<file path="config.mk">
export PLATFORM = sky130hd
export DESIGN_NAME = serial_sub_ctrl
export DESIGN_NICKNAME = d
export VERILOG_FILES = /design/src/rtl/serial_sub_ctrl.sv
export SDC_FILE = /design/constraint.sdc
export NUM_CORES = 1
export LEC_CHECK = 0
export ABC_AREA = 1
export CAP_MARGIN = 20
export CELL_PAD_IN_SITES_DETAIL_PLACEMENT = 0
export CELL_PAD_IN_SITES_GLOBAL_PLACEMENT = 1
export CORE_MARGIN = 1
export CORE_UTILIZATION = 30
export DETAILED_ROUTE_END_ITERATION = 12
export PLACE_DENSITY = 0.67
export SYNTH_ARGS = -nofsm -noshare
export SYNTH_HDL_FRONTEND = slang
export SYNTH_SLANG_ARGS = --single-unit
</file>
<file path="constraint.sdc">
create_clock -name clk -period 1.8 [get_ports clk]
set_clock_uncertainty 0.1 [all_clocks]
set_input_delay 0.36 -clock clk [delete_from_list [all_inputs] [get_ports clk]]
set_output_delay 0.36 -clock clk [all_outputs]
set_load 0.05 [all_outputs]
</file>
<file path="src/rtl/serial_sub_ctrl.sv">
// Bit-serial two's-complement subtractor: one full-subtractor cell stepped LSB first over WIDTH cycles.
// Define SUB_OVF_EN to add the signed-overflow output ovf.
module serial_sub_ctrl #(
    parameter int WIDTH = 8
) (
    input  logic             clk,
    input  logic             reset,
    input  logic             start,
    input  logic [WIDTH-1:0] a,
    input  logic [WIDTH-1:0] b,
    output logic             busy,
    output logic             done,
    output logic [WIDTH-1:0] diff,
    output logic             borrow
`ifdef SUB_OVF_EN
    ,
    output logic             ovf
`endif
);

    localparam int CW = $clog2(WIDTH);
    localparam logic [CW-1:0] LAST_BIT = CW'(WIDTH - 1);

    typedef enum logic [1:0] {
        IDLE = 2'd0,
        RUN  = 2'd1,
        DONE = 2'd2
    } state_t;

    state_t           state_reg;
    logic [WIDTH-1:0] sa_reg;
    logic [WIDTH-1:0] sb_reg;
    logic [WIDTH-1:0] sd_reg;
    logic [CW-1:0]    cnt_reg;
    logic             bin_reg;

    logic             d_bit;
    logic             bout_bit;
    logic [WIDTH-1:0] sd_next;

    always_comb begin
        d_bit    = sa_reg[0] ^ sb_reg[0] ^ bin_reg;
        bout_bit = (~sa_reg[0] & sb_reg[0]) | (~(sa_reg[0] ^ sb_reg[0]) & bin_reg);
        sd_next  = {d_bit, sd_reg[WIDTH-1:1]};
    end

    always_ff @(posedge clk) begin
        if (reset) begin
            state_reg <= IDLE;
            sa_reg    <= '0;
            sb_reg    <= '0;
            sd_reg    <= '0;
            cnt_reg   <= '0;
            bin_reg   <= 1'b0;
            busy      <= 1'b0;
            done      <= 1'b0;
            diff      <= '0;
            borrow    <= 1'b0;
`ifdef SUB_OVF_EN
            ovf       <= 1'b0;
`endif
        end else begin
            done <= 1'b0;
            case (state_reg)
                IDLE: begin
                    if (start) begin
                        sa_reg    <= a;
                        sb_reg    <= b;
                        sd_reg    <= '0;
                        cnt_reg   <= '0;
                        bin_reg   <= 1'b0;
                        busy      <= 1'b1;
                        state_reg <= RUN;
                    end
                end
                RUN: begin
                    sd_reg  <= sd_next;
                    sa_reg  <= sa_reg >> 1;
                    sb_reg  <= sb_reg >> 1;
                    bin_reg <= bout_bit;
                    // Counter is held on the MSB edge so it never wraps within an operation.
                    if (cnt_reg == LAST_BIT) begin
                        state_reg <= DONE;
                        done      <= 1'b1;
                        diff      <= sd_next;
                        borrow    <= bout_bit;
`ifdef SUB_OVF_EN
                        ovf       <= bin_reg ^ bout_bit;
`endif
                    end else begin
                        cnt_reg <= cnt_reg + CW'(1);
                    end
                end
                DONE: begin
                    busy      <= 1'b0;
                    state_reg <= IDLE;
                end
                default: begin
                    busy      <= 1'b0;
                    state_reg <= IDLE;
                end
            endcase
        end
    end

endmodule

</file>
**After elaboration in Yosys (flattened, before gate mapping)**

Index checks and enable logic that the tools add are counted.

- Flip-flop bits (word level): 41
- Input port bits: 19
- Output and inout bits: 11
- Logic and storage cells: 49

- Add/subtract/negate cells: 1
- Equal/unequal tests: 5
- Multiplexer cells: 17
- Bitwise logic cells: 8
- Reductions and logical operators: 8

Operator list:

| kind | number |
|---|---|
| case mux 8 bit (2 select lines) | 3 |
| 2-to-1 mux 8 bit | 3 |
| AND reduction 2 bit | 4 |
| 2-to-1 mux 3 bit | 2 |
| != test 2 bit (second input constant) | 3 |
| case mux 3 bit (2 select lines) | 1 |
| 2-to-1 mux 2 bit | 2 |
| case mux 1 bit (2 select lines) | 2 |
| case mux 2 bit (2 select lines) | 1 |
| adder 3 x 1 -> 3 bit (second input constant) | 1 |
| equality test 3 bit (second input constant) | 1 |
| 2-to-1 mux 1 bit | 3 |
| NOT 1 bit | 3 |
| AND reduction 3 bit | 1 |
| bitwise AND 1 bit | 2 |
| equality test 2 x 1 -> 1 bit (second input constant) | 1 |
| zero test 2 bit | 1 |
| nonzero test 2 bit | 1 |
| OR reduction 2 bit | 1 |
| XOR 1 bit | 2 |
| bitwise OR 1 bit | 1 |

**Logic depth before layout (Yosys ltp)**

Gate-level depths: netlist of the first run.

- Depth after elaboration: 5
- Mapped depth: 7
- Depth with buffers taken out: 6

**Worst setup path before layout of the first run**

No wires, ideal clock.

- Path type: register to register
- Start point: register state_reg[0]
- End point: register borrow
- Setup time: 114 ps
- Arrival time: 1,046 ps
- Data required time: 1,586 ps
- Slack: 540 ps
- Cell stages (with the launch flop): 8
- Buffers on the path: 2
- Clock period less this slack: 1,260 ps
- Cell sequence: dfxtp_1 buf_4 inv_2 nor2_4 nand2_4 buf_6 nand3_1 nand2_1

- Cells in the longest elaborated chain, start to end: 2

Ends and longest elaborated chain:

| element | RTL line | source |
|---|---|---|
| start: declaration | 30 | `state_t state_reg;` |
| start signal: assignment | 49 | `state_reg <= IDLE;` |
| start signal: assignment | 73 | `state_reg <= RUN;` |
| start signal: assignment | 83 | `state_reg <= DONE;` |
| equality test 2 x 1 -> 1 bit | 64 | `case (state_reg)` |
| AND reduction 2 bit (no line) | -- |  |
| end signal: assignment | 86 | `borrow <= bout_bit;` |
| end: declaration | 14 | `output logic borrow` |

Every way passes these cells.
A chain may end at the register's enable or synchronous reset.

**Worst setup path in the final report of the first run**

- Start point: register state_reg[0]
- End point: register diff[5]

- Cells in the longest elaborated chain, start to end: 2

Ends and longest elaborated chain:

| element | RTL line | source |
|---|---|---|
| equality test 2 x 1 -> 1 bit | 64 |  |
| AND reduction 2 bit (no line) | -- |  |
| end signal: assignment | 85 | `diff <= sd_next;` |
| end: declaration | 13 | `output logic [WIDTH-1:0] diff,` |

Every way passes these cells.

==> flow_metrics.env, run 1 <==
export IMPL_layout_cells_non_filler=363
export IMPL_gp_congestion=0.717
export IMPL_remaining_drc_errors=0
export IMPL_die_area_um2=6370
export IMPL_synth_async_sr_flop_share=0
export IMPL_drtIter0Drc=62
export IMPL_critPathMaxFanout=12
export IMPL_drtAntennaViolNets=0
export IMPL_p_per_area_nw_per_um2=858
export IMPL_wl_um=3770
export IMPL_final_common_cell="nand2_1"
export IMPL_root_buffer="clkbuf_8"
export IMPL_met3_length_um=162
export IMPL_cts_buffers=5
export IMPL_io_buffers=29
export IMPL_placed_cells=355
export IMPL_syn2layout_area_growth_pct=25.0
export IMPL_rsz0062_at_grt="no"
export IMPL_core_area_um2=5680
export IMPL_antenna_cells=0
export IMPL_cts_clk_slew_worst_paths_ns=0.09
export IMPL_drt_vias_per_instance=4.26
export IMPL_end_kind="flip-flop"
export IMPL_yosysWarnings=0
export IMPL_leakagePower_nw=1.07
export IMPL_ys_seq_elements=40
export IMPL_die_x_um=79.8
export IMPL_hold_class="reg -> reg"
export IMPL_dr_max_layer_used="met4"
export IMPL_cts_hold_buf=0
export IMPL_fin_crit_sh=0.771
export IMPL_crit_chain="inv_2, nor2_4, nand2_4, nor2_8, nand2_1, nand2_1"
export IMPL_grt_pass1_wl_um=7040
export IMPL_cp_num_buf_inv=1
export IMPL_holdCritStartpoint="sd_reg[2]"
export IMPL_hold_viol=0
export IMPL_grt_max_degree=39
export IMPL_nNetsFinal=312
export IMPL_yosys_cell_types_count=23
export IMPL_start_util=0.320
export IMPL_clock_sinks=40
export IMPL_drive_above_1_share=0.137
export IMPL_ir_worst_vdd_mv=0.358
export IMPL_synth_top_area_cell="dfxtp_1"
export IMPL_required_ns=1.94
export IMPL_num_vias=1547
export IMPL_synthFlopType="dfxtp_1"
export IMPL_ys_top_cells_by_area="dfxtp_1 44%, nand2_1 21%, nor2_1 7.2%"
export IMPL_cts_tree="yes"
export IMPL_cts_setup_buffers=0
export IMPL_num_io_pins=30
export IMPL_cpMaxStageDelayCell="dfxtp_1"
export IMPL_yosysSeqAreaShare=0.441
export IMPL_crit_family="simple AND/OR/NAND/NOR gates"
export IMPL_cts_resized=0
export IMPL_place_area_um2=2160
export IMPL_dpl_hpwl_um=2560
export IMPL_tightest_slew_ns=0.300
export IMPL_drt_first_pass_iters=4
export IMPL_drv_cap=0
export IMPL_syn_area_per_cell_um2=6.96
export IMPL_p_total_mw=1.95
export IMPL_die_h_um=79.8
export IMPL_synth_edf_count=0
export IMPL_min_period_ns=1.39
export IMPL_rr_startpoint="state_reg[0]"
export IMPL_grt_use_total=0.141
export IMPL_setup_violations=0
export IMPL_critPathKind="reg -> reg"
export IMPL_grt_pass1_vias=1610
export IMPL_status="complete, no violations"
export IMPL_grt_overflow_total=0
export IMPL_antenna_found_initial=0
export IMPL_maxSlewViolCount=0
export IMPL_fin_area_um2=2270
export IMPL_clk_latency_ns=0.30
export IMPL_arrival_ns=1.53
export IMPL_syn_num_nets=283
export IMPL_final_setup_tns_ns=0
export IMPL_wl_per_cell_um=10.4
export IMPL_wl_met2_um=1690
export IMPL_netlist_instances=261
export IMPL_cp_startpoint="state_reg[0]"
export IMPL_rows=27
export IMPL_worstSetupStartpointType="flip-flop"
export IMPL_htreeDepth=2
export IMPL_wl_met1_um=1890
export IMPL_relSlewSlack=0.799
export IMPL_max_stage_delay_ns=0.48
export IMPL_clock_path_buffers=2
export IMPL_synth_top_area_frac=0.441
export IMPL_timing_fmax_ghz=0.720
export IMPL_path_common_cell="nand2_1"
export IMPL_final_cell_mix="101 x nand2_1, 40 x dfxtp_1, 35 x nor2_1"
export IMPL_synth_cell_area_um2=1820
[path summary, 6_finish.rpt]
path         slack (ns)  depth (start not counted)       to
min reg2reg        0.36                          2  diff[1]
max reg2reg        0.41                          6  diff[5]
min                0.36                          2  diff[1]
max                0.41                          6  diff[5]
[stage by stage]
step                utilization  hold WS [ns]  worst slack (ns)
global route              0.400         0.398             0.236
detailed placement        0.380         0.357             0.155
floorplan                     -         0.338             0.540
CTS                       0.400         0.372             0.375
global placement          0.380         0.359             0.166
finish                    0.400         0.364             0.412
[layout make-up]
cell class | instances | area, µm²
fill | 642 | 3400
multi-input combinational | 186 | 850
sequential | 40 | 801
timing repair buffer | 35 | 333
tap | 72 | 90.1
inverter | 22 | 82.6
clock buffer | 5 | 68.8
clock inverter | 3 | 46.3
[tightest hold or removal path: cells and delay by family, from the launching register on]
family | cells | cell delay (ns)
flops | 1 | 0.33
simple gates | 2 | 0.10
[synth_stat cells (2+ instances only)]
cell type	n
nor2_1	35
nand2_1	101
buf_1	2
inv_2	3
a21oi_1	6
buf_2	4
a21oi_2	6
buf_4	4
buf_6	2
dfxtp_1	40
inv_1	19
ha_1	2
nand3_1	26
o21ai_0	2
[power breakdown]
group	total, mW	internal [mW]	switching [mW]
registers	0.945	0.923	0.0220
clock network	0.755	0.418	0.337
logic	0.248	0.110	0.139
total	1.95	1.45	0.498
[per-layer routing]
| layer | vias to the layer above | track usage |
|---|---|---|
| met4 | 0 | 0.0482 |
| met1 | 670 | 0.172 |
| met5 | - | 0 |
| met3 | 2 | 0.0366 |
| li1 | 853 | - |
| met2 | 22 | 0.239 |
[kinds of logic after synthesis]
family | after synthesis | share of synthesized area
buffers and inverters | 35 | 0.0916
adders and majority gates | 3 | 0.0248
DFF | 40 | 0.441
and+or+nand+nor | 168 | 0.387
AOI/OAI and AO/OA | 15 | 0.0558
Power figures use the tool's default switching activity.
==> inputs of run 2 (changes only) <==
--- a/config.mk
+++ b/config.mk
@@ -12,7 +12,7 @@
 export CORE_MARGIN = 1
 export CORE_UTILIZATION = 30
 export DETAILED_ROUTE_END_ITERATION = 12
-export PLACE_DENSITY = 0.67
+export PLACE_DENSITY = 0.7
 export SYNTH_ARGS = -nofsm -noshare
 export SYNTH_HDL_FRONTEND = slang
 export SYNTH_SLANG_ARGS = --single-unit
==> constraint.sdc (replaced) <==
create_clock -name clk -period 1.1 [get_ports clk]
set_clock_uncertainty 0.1 [all_clocks]
set_input_delay 0.22 -clock clk [delete_from_list [all_inputs] [get_ports clk]]
set_output_delay 0.22 -clock clk [all_outputs]
set_load 0.05 [all_outputs]
==> run 2 against run 1 <==
Effect of this change:
- the flow now finishes with violations (setup timing)
- worst hold slack worse by 0.0079 ns
- utilization rose by 16 points
- sequential share of layout area decreased by 9.3 points
- global-route usage increased by 3.4 points
- wire length increased by 36%
- count of clock-buffer cells in the layout stayed put
- non-clock buffer count is 23 higher
- via count increased by 16%
- first-iteration DRC count increased by 21%
- final area rose by 41%
- worst setup slack worse by 0.59 ns
- sequential power increased by 65%
==> flow_metrics.env, run 2 (same netlist as run 1, synthesis figures left out) <==
export IMPL_root_buffer="clkbuf_8"
export IMPL_multi_input_area_um2=1320
export IMPL_antenna_cells=0
export IMPL_clock_sinks=40
export IMPL_num_io_pins=30
export IMPL_min_period_ns=1.28
export IMPL_remaining_drc_errors=0
export IMPL_leakagePower_nw=1.41
export IMPL_wl_um=5140
export IMPL_arrival_ns=1.41
export IMPL_layout_cells_non_filler=389
export IMPL_htreeDepth=2
export IMPL_violations="setup timing"
export IMPL_tightest_slew_ns=0.195
export IMPL_wl_met2_um=2490
export IMPL_setup_violations=50
export IMPL_cts_tree="yes"
export IMPL_die_area_um2=6370
export IMPL_worstSetupStartpointType="flip-flop"
export IMPL_grt_use_total=0.176
export IMPL_die_h_um=79.8
export IMPL_ff2ff_path_depth=4
export IMPL_drive_above_1_share=0.527
export IMPL_end_kind="flip-flop"
export IMPL_critPathKind="reg -> reg"
export IMPL_drt_first_pass_iters=4
export IMPL_timing_fmax_ghz=0.783
export IMPL_die_x_um=79.8
export IMPL_gp_congestion=0.705
export IMPL_seqCellArea_um2=830
export IMPL_fin_crit_sh=1.16
export IMPL_io_buffers=29
export IMPL_fin_area_um2=3200
export IMPL_wl_per_cell_um=13.2
export IMPL_p_total_mw=3.31
export IMPL_num_vias=1801
export IMPL_grt_pass1_vias=1771
export IMPL_cts_clk_slew_worst_paths_ns=0.07
export IMPL_fin_ws_ns=-0.177
export IMPL_start_util=0.320
export IMPL_hold_ws_ns=0.356
export IMPL_nNetsFinal=338
export IMPL_grt_overflow_total=0
export IMPL_rows=27
export IMPL_grt_max_degree=20
export IMPL_place_area_um2=2380
export IMPL_drtAntennaViolNets=0
export IMPL_antenna_found_initial=0
export IMPL_grt_pass1_wl_um=8470
export IMPL_final_setup_tns_ns=-4.66
export IMPL_drv_cap=0
export IMPL_final_cell_mix="49 x nand2_1, 36 x nand2_2, 23 x dfxtp_1"
export IMPL_hold_viol=0
export IMPL_required_ns=1.24
export IMPL_hold_class="reg -> reg"
export IMPL_rsz0062_at_grt="yes"
export IMPL_relSlewSlack=0.870
export IMPL_met3_length_um=151
export IMPL_final_common_cell="nand2_1"
export IMPL_cts_buffers=5
export IMPL_drt_vias_per_instance=4.63
export IMPL_placed_cells=362
export IMPL_core_area_um2=5680
export IMPL_dpl_hpwl_um=2690
export IMPL_critPathMaxFanout=2
export IMPL_maxSlewViolCount=0
export IMPL_clk_latency_ns=0.30
export IMPL_ir_worst_vdd_mv=0.526
export IMPL_p_per_area_nw_per_um2=1030
export IMPL_drtIter0Drc=75
export IMPL_syn2layout_area_growth_pct=76.2
export IMPL_hold_depth=2
export IMPL_status="complete, but fails checks"
export IMPL_nFillCells=492
export IMPL_cts_hold_buf=0
export IMPL_wl_met1_um=2430
export IMPL_dr_max_layer_used="met4"
export IMPL_clock_path_buffers=2
==> run 2: cell count changes in the layout (fill, tap and decap cells not counted), moves of 5 or more <==
cell / previous run / this run
nand2_1: 101 / 49
nand2_2: 1 / 36
dfxtp_1: 40 / 23
nand2_4: 1 / 16
nor2_1: 35 / 20
dfxtp_2: 0 / 14
buf_12: 2 / 15
nor2_4: 1 / 14
buf_6: 0 / 7
nand3_1: 26 / 20
nand3_2: 0 / 6
a21oi_1: 6 / 1
a21oi_2: 6 / 11
==> run 2: metrics by stage <==
stage | util | worst slack [ns]
final | 0.564 | -0.177
after global routing | 0.564 | -0.224
after CTS | 0.533 | -0.179
after detailed placement | 0.420 | -0.349
after global placement | 0.420 | -0.317
after floorplan | - | -0.133
==> run 2: path summary, 6_finish.rpt <==
check        startpoint         to  slack, ns
min reg2reg   sd_reg[7]    diff[6]       0.36
max reg2reg     bin_reg  sd_reg[7]      -0.18
min           sd_reg[7]    diff[6]       0.36
max             bin_reg  sd_reg[7]      -0.18
==> run 2: cell type report <==
class	count	share of cell area
Multi-Input combinational cell	189	0.411
Sequential cell	40	0.259
Timing Repair Buffer	58	0.246
Inverter	22	0.0281
Tap cell	72	0.0281
Clock buffer	5	0.0215
Clock inverter	3	0.00586
==> run 2: layer usage <==
metal  GRT usage  vias up
met5           0        -
met4      0.0589        0
met3      0.0377        7
met2       0.283       27
met1       0.232      849
li1            -      918
==> run 2: worst max-delay path, cell delays in order, from the launching register on <==
cell	delay [ns]
dfxtp_2	0.36
inv_2	0.04
fa_2	0.57
nand2_2	0.06
a21oi_2	0.10
==> run 2: what timing repair did <==
action                                  4_1_cts  5_1_grt
pin swaps                                    26       16
endpoints found under the hold margin         0        0
buffers inserted                             11        1
gates cloned                                  7        0
endpoints found under the setup margin       50       50
gates resized for setup                     104       49
==> run 2: report_power, final <==
part | switching (mW) | total (mW) | internal [mW]
Clock | 0.542 | 0.984 | 0.442
Combinational | 0.399 | 0.768 | 0.368
Sequential | 0.0497 | 1.56 | 1.51
Total | 0.991 | 3.31 | 2.32
==> inputs of run 3 (changes only) <==
--- a/config.mk
+++ b/config.mk
@@ -9,10 +9,11 @@
 export CAP_MARGIN = 20
 export CELL_PAD_IN_SITES_DETAIL_PLACEMENT = 0
 export CELL_PAD_IN_SITES_GLOBAL_PLACEMENT = 1
-export CORE_MARGIN = 1
+export CORE_MARGIN = 2
 export CORE_UTILIZATION = 30
 export DETAILED_ROUTE_END_ITERATION = 12
 export PLACE_DENSITY = 0.7
 export SYNTH_ARGS = -nofsm -noshare
 export SYNTH_HDL_FRONTEND = slang
 export SYNTH_SLANG_ARGS = --single-unit
+export TNS_END_PERCENT = 20
==> run 3 against run 2 <==
Effect of this change:
- the run still ends with setup timing left
- total power down 2.2%
- final cell count is 3.3% lower
- sequential share of layout area grew 5.6 points
- utilization is 12 points lower
- combinational power down 40%
- global-route usage decreased by 4.1 points
==> flow_metrics.env, run 3 (same netlist as run 1, synthesis figures left out) <==
export IMPL_rows=28
export IMPL_timing_fmax_ghz=0.808
export IMPL_rr_startpoint="cnt_reg[0]"
export IMPL_num_io_pins=30
export IMPL_cp_num_buf_inv=0
export IMPL_worstSetupStartpointType="flip-flop"
export IMPL_die_x_um=81.8
export IMPL_final_common_cell="nand2_1"
export IMPL_hold_class="reg -> reg"
export IMPL_wl_per_cell_um=10.7
export IMPL_core_area_um2=5890
export IMPL_fin_ws_ns=-0.137
export IMPL_layout_cells_non_filler=376
export IMPL_clock_path_buffers=2
export IMPL_syn2layout_area_growth_pct=44.2
export IMPL_htreeDepth=2
export IMPL_grt_max_degree=39
export IMPL_hold_ws_ns=0.370
export IMPL_drt_first_pass_iters=4
export IMPL_setup_violations=47
export IMPL_root_buffer="clkbuf_8"
export IMPL_io_buffers=29
export IMPL_die_area_um2=6690
export IMPL_cts_buffers=5
export IMPL_end_kind="flip-flop"
export IMPL_antenna_cells=0
export IMPL_holdCritStartpoint="sd_reg[5]"
export IMPL_violations="setup timing"
export IMPL_drv_cap=0
export IMPL_clk_latency_ns=0.29
export IMPL_drtIter0Drc=61
export IMPL_path_common_cell="ha_4"
export IMPL_multi_input_area_um2=933
export IMPL_num_vias=1628
export IMPL_start_util=0.309
export IMPL_clock_sinks=40
export IMPL_cts_clk_slew_worst_paths_ns=0.08
export IMPL_grt_overflow_total=0
export IMPL_critPathMaxFanout=4
export IMPL_crit_family="flip-flops"
export IMPL_r2r_slack_ns=-0.14
export IMPL_grt_use_total=0.135
export IMPL_nNetsFinal=322
export IMPL_fin_crit_sh=1.12
export IMPL_crit_chain="ha_4, ha_4, nand3b_1, nand2_1, o21ai_1"
export IMPL_cts_setup_buffers=0
export IMPL_antenna_found_initial=0
export IMPL_wl_um=4010
export IMPL_max_stage_delay_ns=0.34
export IMPL_status="complete, but fails checks"
export IMPL_drive_above_1_share=0.262
export IMPL_final_setup_tns_ns=-2.11
export IMPL_remaining_drc_errors=0
export IMPL_pre_cts_ws_ns=-0.361
export IMPL_gp_congestion=0.702
export IMPL_dpl_hpwl_um=2690
export IMPL_grt_pass1_vias=1625
export IMPL_cp_startpoint="cnt_reg[0]"
export IMPL_seqCellArea_um2=827
export IMPL_tightest_slew_ns=0.174
export IMPL_required_ns=1.18
export IMPL_final_cell_mix="98 x nand2_1, 33 x nor2_1, 26 x nand3_1"
export IMPL_critPathKind="reg -> reg"
export IMPL_ir_worst_vdd_mv=0.513
export IMPL_placed_cells=367
export IMPL_nFillCells=611
export IMPL_hold_viol=0
export IMPL_rsz0062_at_grt="yes"
export IMPL_p_per_area_nw_per_um2=1240
export IMPL_drtAntennaViolNets=0
export IMPL_maxSlewViolCount=0
export IMPL_grt_pass1_wl_um=6990
export IMPL_drt_vias_per_instance=4.33
export IMPL_min_period_ns=1.24
export IMPL_relSlewSlack=0.884
export IMPL_cpMaxStageDelayCell="dfxtp_2"
export IMPL_die_h_um=81.8
export IMPL_arrival_ns=1.32
export IMPL_cts_tree="yes"
export IMPL_leakagePower_nw=1.16
run 3: changes by cell type in the layout (fill, tap and decap cells not counted), moves of 3 or more:
cell	change
nand2_8	-3
nand2_2	-33
nand2_4	-15
nand2_1	+49
nand3_2	-6
nand3_1	+6
buf_6	-6
buf_16	-4
nor2_4	-12
nor2_1	+13
run 3: worst paths after layout:
check | cells past startpoint | end
max | 5 | cnt_reg[1]
min | 2 | diff[4]
max reg2reg | 5 | cnt_reg[1]
min reg2reg | 2 | diff[4]
run 3: final cells by class:
class                           instances  area share
Clock buffer                            5      0.0263
Clock inverter                          3      0.0177
Inverter                               22      0.0325
Multi-Input combinational cell        187       0.356
Sequential cell                        40       0.316
Tap cell                               75      0.0358
Timing Repair Buffer                   44       0.216
run 3: what timing repair did:
item	CTS	global route
endpoints found under the hold margin	0	0
gates resized for setup	28	10
pin swaps	14	6
hold buffers	0	0
setup endpoints to repair	51	51
gates cloned	1	0
run 3: worst register-to-register path: stages, from the launching register on:
cell and delay, ns:
dfxtp_2 0.34, ha_4 0.16, ha_4 0.18, nand3b_1 0.18, nand2_1 0.11, o21ai_1 0.06
run 3: stage by stage:
step / power, mW / area (µm²) / util
after global routing: 3.41 / 2620 / 0.445
after CTS: 3.29 / 2590 / 0.441
after detailed placement: 2.03 / 2400 / 0.407
final: 3.24 / 2620 / 0.445
after floorplan: 1.86 / 1830 / -
after global placement: 2.03 / 2400 / 0.407
run 3: power breakdown:
| part | internal, mW | switching (mW) |
|---|---|---|
| Combinational | 0.219 | 0.240 |
| Sequential | 1.51 | 0.0452 |
| Clock | 0.683 | 0.540 |
| Total | 2.41 | 0.825 |
run 3: per-layer routing:
metal	vias up	track usage	routed length, µm
met5	-	0	0
li1	876	-	-
met2	20	0.228	1890
met1	728	0.169	1960
met4	0	0.0550	58
met3	4	0.0231	100
